## src/rtl/arbiter_control_if.sv

```systemverilog
// Handshake bundle between the L1 requesters, the arbiter datapath and port C,
// as seen by the arbiter control FSM.
interface arbiter_control_if;
  logic input_A_read;
  logic input_A_write;
  logic input_B_read;
  logic input_B_write;
  logic input_C_resp;
  logic input_C_resp_delay;
  logic out_A_resp;
  logic out_B_resp;
  logic out_C_read;
  logic out_C_write;
  logic sel_ab_address_mux;
  logic sel_ab_to_c_data_mux;

  // Requester/datapath side drives requests and C responses.
  modport master (
    output input_A_read, input_A_write, input_B_read, input_B_write,
    output input_C_resp, input_C_resp_delay,
    input  out_A_resp, out_B_resp, out_C_read, out_C_write,
    input  sel_ab_address_mux, sel_ab_to_c_data_mux
  );

  // Control FSM side.
  modport slave (
    input  input_A_read, input_A_write, input_B_read, input_B_write,
    input  input_C_resp, input_C_resp_delay,
    output out_A_resp, out_B_resp, out_C_read, out_C_write,
    output sel_ab_address_mux, sel_ab_to_c_data_mux
  );
endinterface

```

## src/rtl/arbiter_control.sv

```systemverilog
// Control FSM for the L1-to-L2 arbiter: picks requester A or B for port C,
// drives the datapath selects and registered C strobes, returns responses.
module arbiter_control #(
  parameter bit ROUND_ROBIN = 1'b1
) (
  input logic               clk,
  input logic               reset_n,
  arbiter_control_if.slave  bus
);

  typedef enum logic [1:0] {IDLE, GRANT_A, GRANT_B, DONE} state_t;

  state_t state_reg;
  logic   last_grant_reg;   // 0 = A, 1 = B; steers round-robin
  logic   sel_hold_reg;     // select value held outside GRANT states
  logic   c_read_reg;
  logic   c_write_reg;

  logic req_a;
  logic req_b;
  logic pick_b;
  logic granted_read;
  logic granted_write;
  logic kill_strobe;

  always_comb begin
    req_a  = bus.input_A_read | bus.input_A_write;
    req_b  = bus.input_B_read | bus.input_B_write;
    pick_b = req_b & (~req_a | (ROUND_ROBIN & ~last_grant_reg));

    // Write wins when a requester illegally raises both.
    granted_write = ((state_reg == GRANT_A) & bus.input_A_write) |
                    ((state_reg == GRANT_B) & bus.input_B_write);
    granted_read  = ((state_reg == GRANT_A) & bus.input_A_read & ~bus.input_A_write) |
                    ((state_reg == GRANT_B) & bus.input_B_read & ~bus.input_B_write);

    // The delayed response also kills the strobe so a still-held request
    // cannot re-launch a C access during the response cycle.
    kill_strobe = bus.input_C_resp | bus.input_C_resp_delay;
  end

  always_ff @(posedge clk or negedge reset_n) begin
    if (!reset_n) begin
      state_reg      <= IDLE;
      last_grant_reg <= 1'b1;
      sel_hold_reg   <= 1'b0;
      c_read_reg     <= 1'b0;
      c_write_reg    <= 1'b0;
    end else begin
      c_read_reg  <= granted_read & ~kill_strobe;
      c_write_reg <= granted_write & ~kill_strobe;
      case (state_reg)
        IDLE: begin
          if (req_a | req_b) begin
            state_reg      <= pick_b ? GRANT_B : GRANT_A;
            last_grant_reg <= pick_b;
            sel_hold_reg   <= pick_b;
          end
        end
        GRANT_A, GRANT_B: begin
          if (bus.input_C_resp_delay) begin
            state_reg <= DONE;
          end
        end
        DONE:    state_reg <= IDLE;
        default: state_reg <= IDLE;
      endcase
    end
  end

  assign bus.out_A_resp  = (state_reg == GRANT_A) & bus.input_C_resp_delay;
  assign bus.out_B_resp  = (state_reg == GRANT_B) & bus.input_C_resp_delay;
  assign bus.out_C_read  = c_read_reg;
  assign bus.out_C_write = c_write_reg;

  // Outside a grant the selects keep the last owner so the datapath
  // address/data registers stay stable while the strobe drains.
  assign bus.sel_ab_address_mux   = (state_reg == GRANT_A) ? 1'b0 :
                                    (state_reg == GRANT_B) ? 1'b1 : sel_hold_reg;
  assign bus.sel_ab_to_c_data_mux = bus.sel_ab_address_mux;

endmodule

```

## src/flat_wrapper.sv

```systemverilog
// flat-port wrapper written by rule: the top's interface ports become plain ports
module arbiter_control_flat 
#(
  parameter bit ROUND_ROBIN = 1'b1
)
  (clk, reset_n, bus_input_A_read, bus_input_A_write, bus_input_B_read, bus_input_B_write, bus_input_C_resp, bus_input_C_resp_delay, bus_out_A_resp, bus_out_B_resp, bus_out_C_read, bus_out_C_write, bus_sel_ab_address_mux, bus_sel_ab_to_c_data_mux);
  arbiter_control_if bus_i ();
  input logic clk;
  input logic reset_n;
  input wire logic [$bits(bus_i.input_A_read)-1:0] bus_input_A_read;
  input wire logic [$bits(bus_i.input_A_write)-1:0] bus_input_A_write;
  input wire logic [$bits(bus_i.input_B_read)-1:0] bus_input_B_read;
  input wire logic [$bits(bus_i.input_B_write)-1:0] bus_input_B_write;
  input wire logic [$bits(bus_i.input_C_resp)-1:0] bus_input_C_resp;
  input wire logic [$bits(bus_i.input_C_resp_delay)-1:0] bus_input_C_resp_delay;
  output wire logic [$bits(bus_i.out_A_resp)-1:0] bus_out_A_resp;
  output wire logic [$bits(bus_i.out_B_resp)-1:0] bus_out_B_resp;
  output wire logic [$bits(bus_i.out_C_read)-1:0] bus_out_C_read;
  output wire logic [$bits(bus_i.out_C_write)-1:0] bus_out_C_write;
  output wire logic [$bits(bus_i.sel_ab_address_mux)-1:0] bus_sel_ab_address_mux;
  output wire logic [$bits(bus_i.sel_ab_to_c_data_mux)-1:0] bus_sel_ab_to_c_data_mux;
  assign bus_i.input_A_read = bus_input_A_read;
  assign bus_i.input_A_write = bus_input_A_write;
  assign bus_i.input_B_read = bus_input_B_read;
  assign bus_i.input_B_write = bus_input_B_write;
  assign bus_i.input_C_resp = bus_input_C_resp;
  assign bus_i.input_C_resp_delay = bus_input_C_resp_delay;
  assign bus_out_A_resp = bus_i.out_A_resp;
  assign bus_out_B_resp = bus_i.out_B_resp;
  assign bus_out_C_read = bus_i.out_C_read;
  assign bus_out_C_write = bus_i.out_C_write;
  assign bus_sel_ab_address_mux = bus_i.sel_ab_address_mux;
  assign bus_sel_ab_to_c_data_mux = bus_i.sel_ab_to_c_data_mux;
  arbiter_control #(.ROUND_ROBIN(ROUND_ROBIN)) u_core (.clk(clk), .reset_n(reset_n), .bus(bus_i));
endmodule
```

## config.mk

```make
export PLATFORM = sky130hd
export DESIGN_NAME = arbiter_control_flat
export DESIGN_NICKNAME = d
export VERILOG_FILES = /design/src/rtl/arbiter_control_if.sv /design/src/rtl/arbiter_control.sv /design/src/flat_wrapper.sv
export SDC_FILE = /design/constraint.sdc
export NUM_CORES = 1
export LEC_CHECK = 0
export ABC_AREA = 0
export CAP_MARGIN = 15
export CELL_PAD_IN_SITES_DETAIL_PLACEMENT = 1
export CELL_PAD_IN_SITES_GLOBAL_PLACEMENT = 1
export CORE_AREA = 2 2 39 41
export CTS_BUF_LIST = sky130_fd_sc_hd__clkbuf_2 sky130_fd_sc_hd__clkbuf_4 sky130_fd_sc_hd__clkbuf_8
export DETAILED_ROUTE_END_ITERATION = 10
export DIE_AREA = 0 0 41 43
export DONT_BUFFER_PORTS = 1
export GPL_TIMING_DRIVEN = 1
export PLACE_DENSITY = 0.59
export SKIP_CTS_REPAIR_TIMING = 1
export SYNTH_ARGS = -nofsm -noshare
export SYNTH_HDL_FRONTEND = slang
export SYNTH_SLANG_ARGS = --single-unit
export TNS_END_PERCENT = 20
```

## constraint.sdc

```tcl
create_clock -name clk -period 1.35 [get_ports clk]
set_input_delay 0.2025 -clock clk [delete_from_list [all_inputs] [get_ports clk]]
set_output_delay 0.2025 -clock clk [all_outputs]
set_load 0.01 [all_outputs]
```

# Yosys cells after proc, flatten, opt, wreduce, memory -nomap -nowiden
# Cells that the tools add are included.
# word_totals
register_bits,6
in_bits,8
# op_classes
eq_ne,5
n_mux,6
bitwise,23
reduce_logical,4
# op_table
op,count
bitwise AND 1 bit,11
OR 1 bit,7
2-to-1 mux 2 bit,3
case mux 2 bit (3 select lines),1
inverter 1 bit,5
"equality test 2 bit, second input constant",2
AND reduction 2 bit,2
"equality test 2 x 1 -> 1 bit, second input constant",1
zero test 2 bit,1
2-to-1 mux 1 bit,2
"inequality test 2 x 1 -> 1 bit, second input constant",1
"inequality test 2 bit, second input constant",1
OR reduction 2 bit,1

# Depth between registers and ports, before layout
# Gate-level depths: netlist of the first run.
# logic_depth
word_depth,7
depth_mapped,5
depth_no_buf,5

# Worst setup path after synthesis of the first run
# No wires, ideal clock.
# synth_path
kind,register to register
from,reg u_core.state_reg[0]
to,reg u_core.state_reg[1]
setup_time_ns,0.126
arrival_time_ns,1.199
required_ns,1.224
setup_slack_ns,0.025
path_stages_with_launch,6
path_buffers,0
cell_sequence,dfrtp_1 -> inv_1 -> ha_1 -> nor3b_2 -> and2_1 -> o32a_1
# synth_between
elab_chain_cells,4
elab_cells_between_ends,9
cone_classes,5 x eq/ne; 1 x mux; 3 x reduce/logical
# synth_rtl
element,line,rtl
"start, declared",arbiter_control.sv:13,state_t state_reg;
"start signal, assigned",arbiter_control.sv:55,state_reg <= pick_b ? GRANT_B : GRANT_A;
equality test 2 x 1 -> 1 bit or equality test 2 bit (tied branches),arbiter_control.sv:52,case (state_reg)
OR reduction 2 bit,arbiter_control.sv:52,
inequality test 2 bit (no source line),n/a,
AND reduction 2 bit (no source line),n/a,
# Several ways; a longest one is shown, not always the timed one.
# A chain may end at the register's enable or synchronous reset.

# Final worst setup path of the first run
# layout_path
from,reg u_core.state_reg[0]
to,out bus_sel_ab_to_c_data_mux
# layout_between
elab_chain_cells,3
elab_cells_between_ends,4
cone_classes,2 x eq/ne; 2 x mux
# layout_rtl
element,line,rtl
equality test 2 bit,arbiter_control.sv:79,(state_reg == GRANT_B) ? 1'b1 : sel_hold_reg;
2-to-1 mux 1 bit,arbiter_control.sv:79,
2-to-1 mux 1 bit (*),arbiter_control.sv:78,assign bus.sel_ab_address_mux = (state_reg == GRANT_A) ? 1'b0 :
"end, declared",flat_wrapper.sv:21,output wire logic [$bits(bus_i.sel_ab_to_c_data_mux)-1:0] bus_sel_ab_to_c_data_mux;
# Every way passes the cells marked *; elsewhere a longest branch is shown, timed or not.

==> results.toml, run 1 <==
[route]
via_per_inst = 5.35
drcViolationCount = 0
drt_pass1_iterations = 1
postRouteAntennaNets = 0
routed_wl_mm = 1.13
wl_per_cell_um = 16.4
dr_total_vias = 369
dr.first_iter.drc_count = 0

[clock_network]
cts-root-buf = "clkbuf_4"
cts_inserted_buffers = 3
clk_latency_ps = 250
ctsHtreeMaxLevel = 1
path_clk_slew_ps = 60
clk_path_buf_depth = 2
cts_num_sinks = 6
cts_tree = "yes"

[sta]
slew_headroom_pct = 80.9
fin_crit_sh_pct = 109
finalCriticalPeriod_ps = 1470
finClkSkew_ps = 17.4
fin_hold_ws_ps = 7.49
finalSetupTns_ps = -254
tightest_slew_ps = 283
setup_viol = 4
hold_viol = 0
setup_ws_ps = -121
slew_viol_final = 0
max_freq_mhz = 680
rsz0062_at_grt = "yes"

[die]
dieHeight_um = 43
boundaryPins = 14
core.rowCount = 14
die_w_um = 41
dieArea_sq_um = 1760
core_area_sq_um = 1380
start_util_pct = 30.7

[setup_path]
end_kind = "output port"
crit_path_max_incr_delay_ps = 390
crit_path_top_delay_cell = "dfrtp_1"
path_max_fanout = 4
cp-start-kind = "flip-flop"
cp.arrival_ps = 1270
cpLargestDelayFamily = "flip-flops"
path_cells = "inv_2, buf_6, ha_4, nor2_2, nor2_1, buf_4"
criticalPathCategory = "flip-flop to output port"
critPathRequiredTime_ps = 1150
critPathBufInv = 3

[yosys]
netlist_instances = 42
seq_area_frac_synth_pct = 35.7
synth.distinct_cells = 23
syn_area_per_cell_sq_um = 10.1
yosysWarnings = 0
ys_seq_elements = 6
synthArstFlopShare_pct = 100
netlist_area_sq_um = 424
yosys-top-cells-area = "dfrtp_1 (29%), ha_1 (12%), dfstp_2 (6.2%), nor3b_2 (5.9%), o21ai_0 (5.9%)"
synth_top_cell_by_area = "dfrtp_1"
synth_ff_type = "dfrtp_1"
yosysTopAreaCellShare_pct = 29.5
syn_nets = 54
synth_edf_count = 0
synth.top_cells.by_count = "dfrtp_1 (5), o21ai_0 (5), ha_1 (4)"

[global_routing]
gr-usage-all-layers_pct = 14.2
grt_max_degree = 8
grt_pass1_wl_mm = 1.68
overflow = 0
grt_antenna_before_repair = 0
grt_pass1_vias = 392

[place]
globalplace.congestion = 0.846
place_inst = 62
port_buffers = 0

[power]
p_leak_nw = 0.241
power_density_nw_per_um2 = 2420
irDropWorstVdd_v = 0.000687
power.total_mw = 1.43

[outcome]
violations = "setup timing"
status = "finished, violations left"

[cells_and_area]
largest_reg_flops = 2
drive_above_1_share_pct = 47.2
n_antenna_cell = 0
area_delta_synth_final_pct = 39.2
final_cells = 69
finalNetCount = 66

[hold_path]
hp-class = "input port to flip-flop"

[job]
drv_cap = 0
## final timing paths
path                       slack, ps  cells past startpoint                       end                  start
min                                7                      1     u_core.bus.out_C_read       bus_input_C_resp
max reg2reg                      -10                      5       u_core.state_reg[0]    u_core.state_reg[1]
max in group asynchronous        810                      1     u_core.last_grant_reg                reset_n
max                             -120                      6  bus_sel_ab_to_c_data_mux    u_core.state_reg[0]
min reg2reg                      510                      2     u_core.last_grant_reg  u_core.last_grant_reg
min in group asynchronous        250                      1       u_core.state_reg[1]                reset_n
## power breakdown
group / internal (mW) / switching (mW) / total [mW]
Sequential: 0.265 / 0.0515 / 0.316
Clock: 0.133 / 0.0744 / 0.207
Combinational: 0.485 / 0.418 / 0.903
## placed cells by master (no fill, tap or decap), drive strengths merged, types with 2 or more instances in the layout
cell    count
a21oi       2
and2        3
buf         7
clkbuf      4
dfrtp       5
ha          4
inv         2
nand2       2
nand3b      2
nor2        3
nor3b       2
o21ai       5
## logic make-up after synthesis
group | Yosys count | synth area share [%]
and+or+nand+nor | 15 | 26.8
AOI/OAI and AO/OA | 14 | 22.1
DFF | 6 | 35.7
adders and majority gates | 4 | 11.8
buffers and inverters | 3 | 3.54
## worst register-to-register path: stages, from the launching register on
cell      delay, ps
dfrtp_1         390
inv_2           110
ha_4            150
nor3b_4         210
o21ai_0         140
a221oi_2        240
## final cells by class
class / instances / area [sq um]
clock buffers: 4 / 30.0
fillers: 164 / 793
inverters: 2 / 7.51
multi-input cells: 33 / 315
flip-flops and latches: 6 / 151
well taps: 16 / 20.0
repair buffers: 8 / 66.3
## metrics by stage
step           cell area [sq um]  util [%]  setup WS (ps)
3_3_place_gp                 474      34.3          -69.2
4_1_cts                      504      36.4           -228
6_report                     591      42.7           -121
5_1_grt                      591      42.7           -172
2_1_floorplan                424         -           25.1
3_5_place_dp                 474      34.3           -128
## per-layer routing
layer	share of wire (%)	wire (um)	GRT usage [%]
met4	1.2	13	8.00
met2	58	653	23.4
met5	0	0	0
met3	6.6	75	3.66
met1	34	387	15.3
(Power assumes the default switching activity.)
==> inputs of run 2 (changes only) <==
- GPL_TIMING_DRIVEN: 1 -> 0
==> run 2 against run 1 <==
  * The run still ends with setup timing left
  * Sequential power rose by 7.3%
  * Combinational power fell by 16%
  * Worst hold slack improved by 5.6 ps
  * Final cell count is 5.8% lower
  * Sequential cell count is the same
  * Fmax grew 2.3%
  * Total power shrank 8.8%
  * Setup slack better by 33 ps
  * Via count is 3.3% lower
  * Cell area down 7.4%
  * Critical path depth down 1
  * Largest power group unchanged
  * Highest routed layer unchanged
==> results.toml, run 2 (same netlist as run 1, synthesis figures left out) <==
[outcome]
status = "finished, violations left"
violations = "setup timing"

[sta]
setup_ws_ps = -87.7
rsz0062_at_grt = "yes"
slew_viol_final = 0
slew_headroom_pct = 79.5
finalCriticalPeriod_ps = 1440
setup_viol = 4
tightest_slew_ps = 305
hold_viol = 0
fin_hold_ws_ps = 13.1
finClkSkew_ps = 12.2
max_freq_mhz = 696
fin_crit_sh_pct = 106

[route]
drcViolationCount = 0
via_per_inst = 5.49
drt_pass1_iterations = 3
dr_total_vias = 357
routed_wl_mm = 1.08
postRouteAntennaNets = 0
wl_per_cell_um = 16.6
dr.first_iter.drc_count = 1

[cells_and_area]
drive_above_1_share_pct = 44.9
fillers = 163
final_cell_mix = "o21ai_0 (4), clkbuf_4 (4), dfrtp_1 (4)"
regArea_sq_um = 153
finalNetCount = 62
n_antenna_cell = 0
finalInstanceArea_sq_um = 547
final_cells = 65
largest_reg_flops = 2
area_delta_synth_final_pct = 28.9
multi_input_area_sq_um = 300

[die]
dieHeight_um = 43
dieArea_sq_um = 1760
core_area_sq_um = 1380
start_util_pct = 30.7
boundaryPins = 14
die_w_um = 41
core.rowCount = 14

[place]
port_buffers = 0
dp_hpwl_um = 854
place_inst = 58
dpl_cell_area_sq_um = 444
globalplace.congestion = 0.838

[global_routing]
grt_max_degree = 8
grt_pass1_vias = 409
overflow = 0
gr-usage-all-layers_pct = 13.8
grt_antenna_before_repair = 0
grt_pass1_wl_mm = 1.63

[clock_network]
cts_num_sinks = 6
clk_latency_ps = 250
cts_inserted_buffers = 3
path_clk_slew_ps = 50
clk_path_buf_depth = 2
cts-root-buf = "clkbuf_4"
ctsHtreeMaxLevel = 1
cts_tree = "yes"

[setup_path]
r2r_slack_ps = -50
criticalPathCategory = "flip-flop to output port"
critPathRequiredTime_ps = 1150
cp-start-kind = "flip-flop"
path_cells = "inv_2, ha_4, nor2_2, nor2_4, buf_6"
ff2ff_path_depth = 5
end_kind = "output port"
path_max_fanout = 4
cp.arrival_ps = 1240
crit_path_max_incr_delay_ps = 400
rr_startpoint = "u_core.state_reg[0]"
crit_path_top_delay_cell = "dfrtp_1"
r2r-end = "u_core.state_reg[0]"

[power]
power.total_mw = 1.30
irDropWorstVdd_v = 0.000623
power_density_nw_per_um2 = 2380
p_leak_nw = 0.220

[hold_path]
hp-class = "input port to flip-flop"
whs_endpoint = "u_core.bus.out_C_read"
holdPathStages = 1
min_from = "bus_input_C_resp"

[job]
drv_cap = 0
## run 2: changes by cell type in the layout (fill, tap and decap cells not counted), sizes merged
cell	previous run	this run
buf	7	3
## run 2: final cells by class
cell class / instances / area share [%]
plain buffers: 1 / 2.06
inverters: 2 / 1.37
repair buffers: 3 / 4.58
flip-flops and latches: 6 / 27.9
multi-input cells: 33 / 54.9
well taps: 16 / 3.66
clock buffers: 4 / 5.49
## run 2: critical path, delay by kind of cell (launching register included)
family / cells / cell delay (ps)
AND/OR/NAND/NOR: 2 / 200
buffers and inverters: 2 / 230
adder cells (fa/ha/maj): 1 / 150
flip-flops: 1 / 400
## run 2: per-layer routing
| layer | routed length, um | global-route usage (%) |
|---|---|---|
| met5 | 0 | 0 |
| met3 | 91 | 5.76 |
| met4 | 12 | 6.00 |
| met1 | 366 | 12.6 |
| met2 | 607 | 24.4 |
## run 2: where the power goes
| part | internal (mW) | switching [mW] |
|---|---|---|
| registers | 0.268 | 0.0713 |
| logic | 0.392 | 0.369 |
| clock network | 0.132 | 0.0680 |
## run 2: stage by stage
stage	setup slack, ps	setup TNS [ps]	util, %
3_3_place_gp	-107	-223	32.1
4_1_cts	-373	-845	34.3
3_5_place_dp	-111	-298	32.1
6_report	-87.7	-192	39.5
2_1_floorplan	25.1	0	-
5_1_grt	-143	-460	39.5
## run 2: how the worst max path moves through the flow
stage,start,end,slack [ps],cells past startpoint
4_1_cts,u_core.state_reg[0],bus_sel_ab_to_c_data_mux,-370,5
2_1_floorplan,u_core.state_reg[0],u_core.state_reg[1],30,5
3_5_place_dp,u_core.state_reg[0],bus_sel_ab_to_c_data_mux,-110,5
5_1_grt,u_core.state_reg[0],bus_sel_ab_to_c_data_mux,-140,5
6_report,u_core.state_reg[0],bus_sel_ab_to_c_data_mux,-90,5
3_3_place_gp,u_core.state_reg[0],u_core.state_reg[0],-110,5
==> inputs of run 3 (changes only) <==
- CAP_MARGIN: 15 -> unset
- CTS_CLUSTER_SIZE: unset -> 24
==> results of run 3 <==
No change in the layout: final DEF, timing and power equal those of run 2.
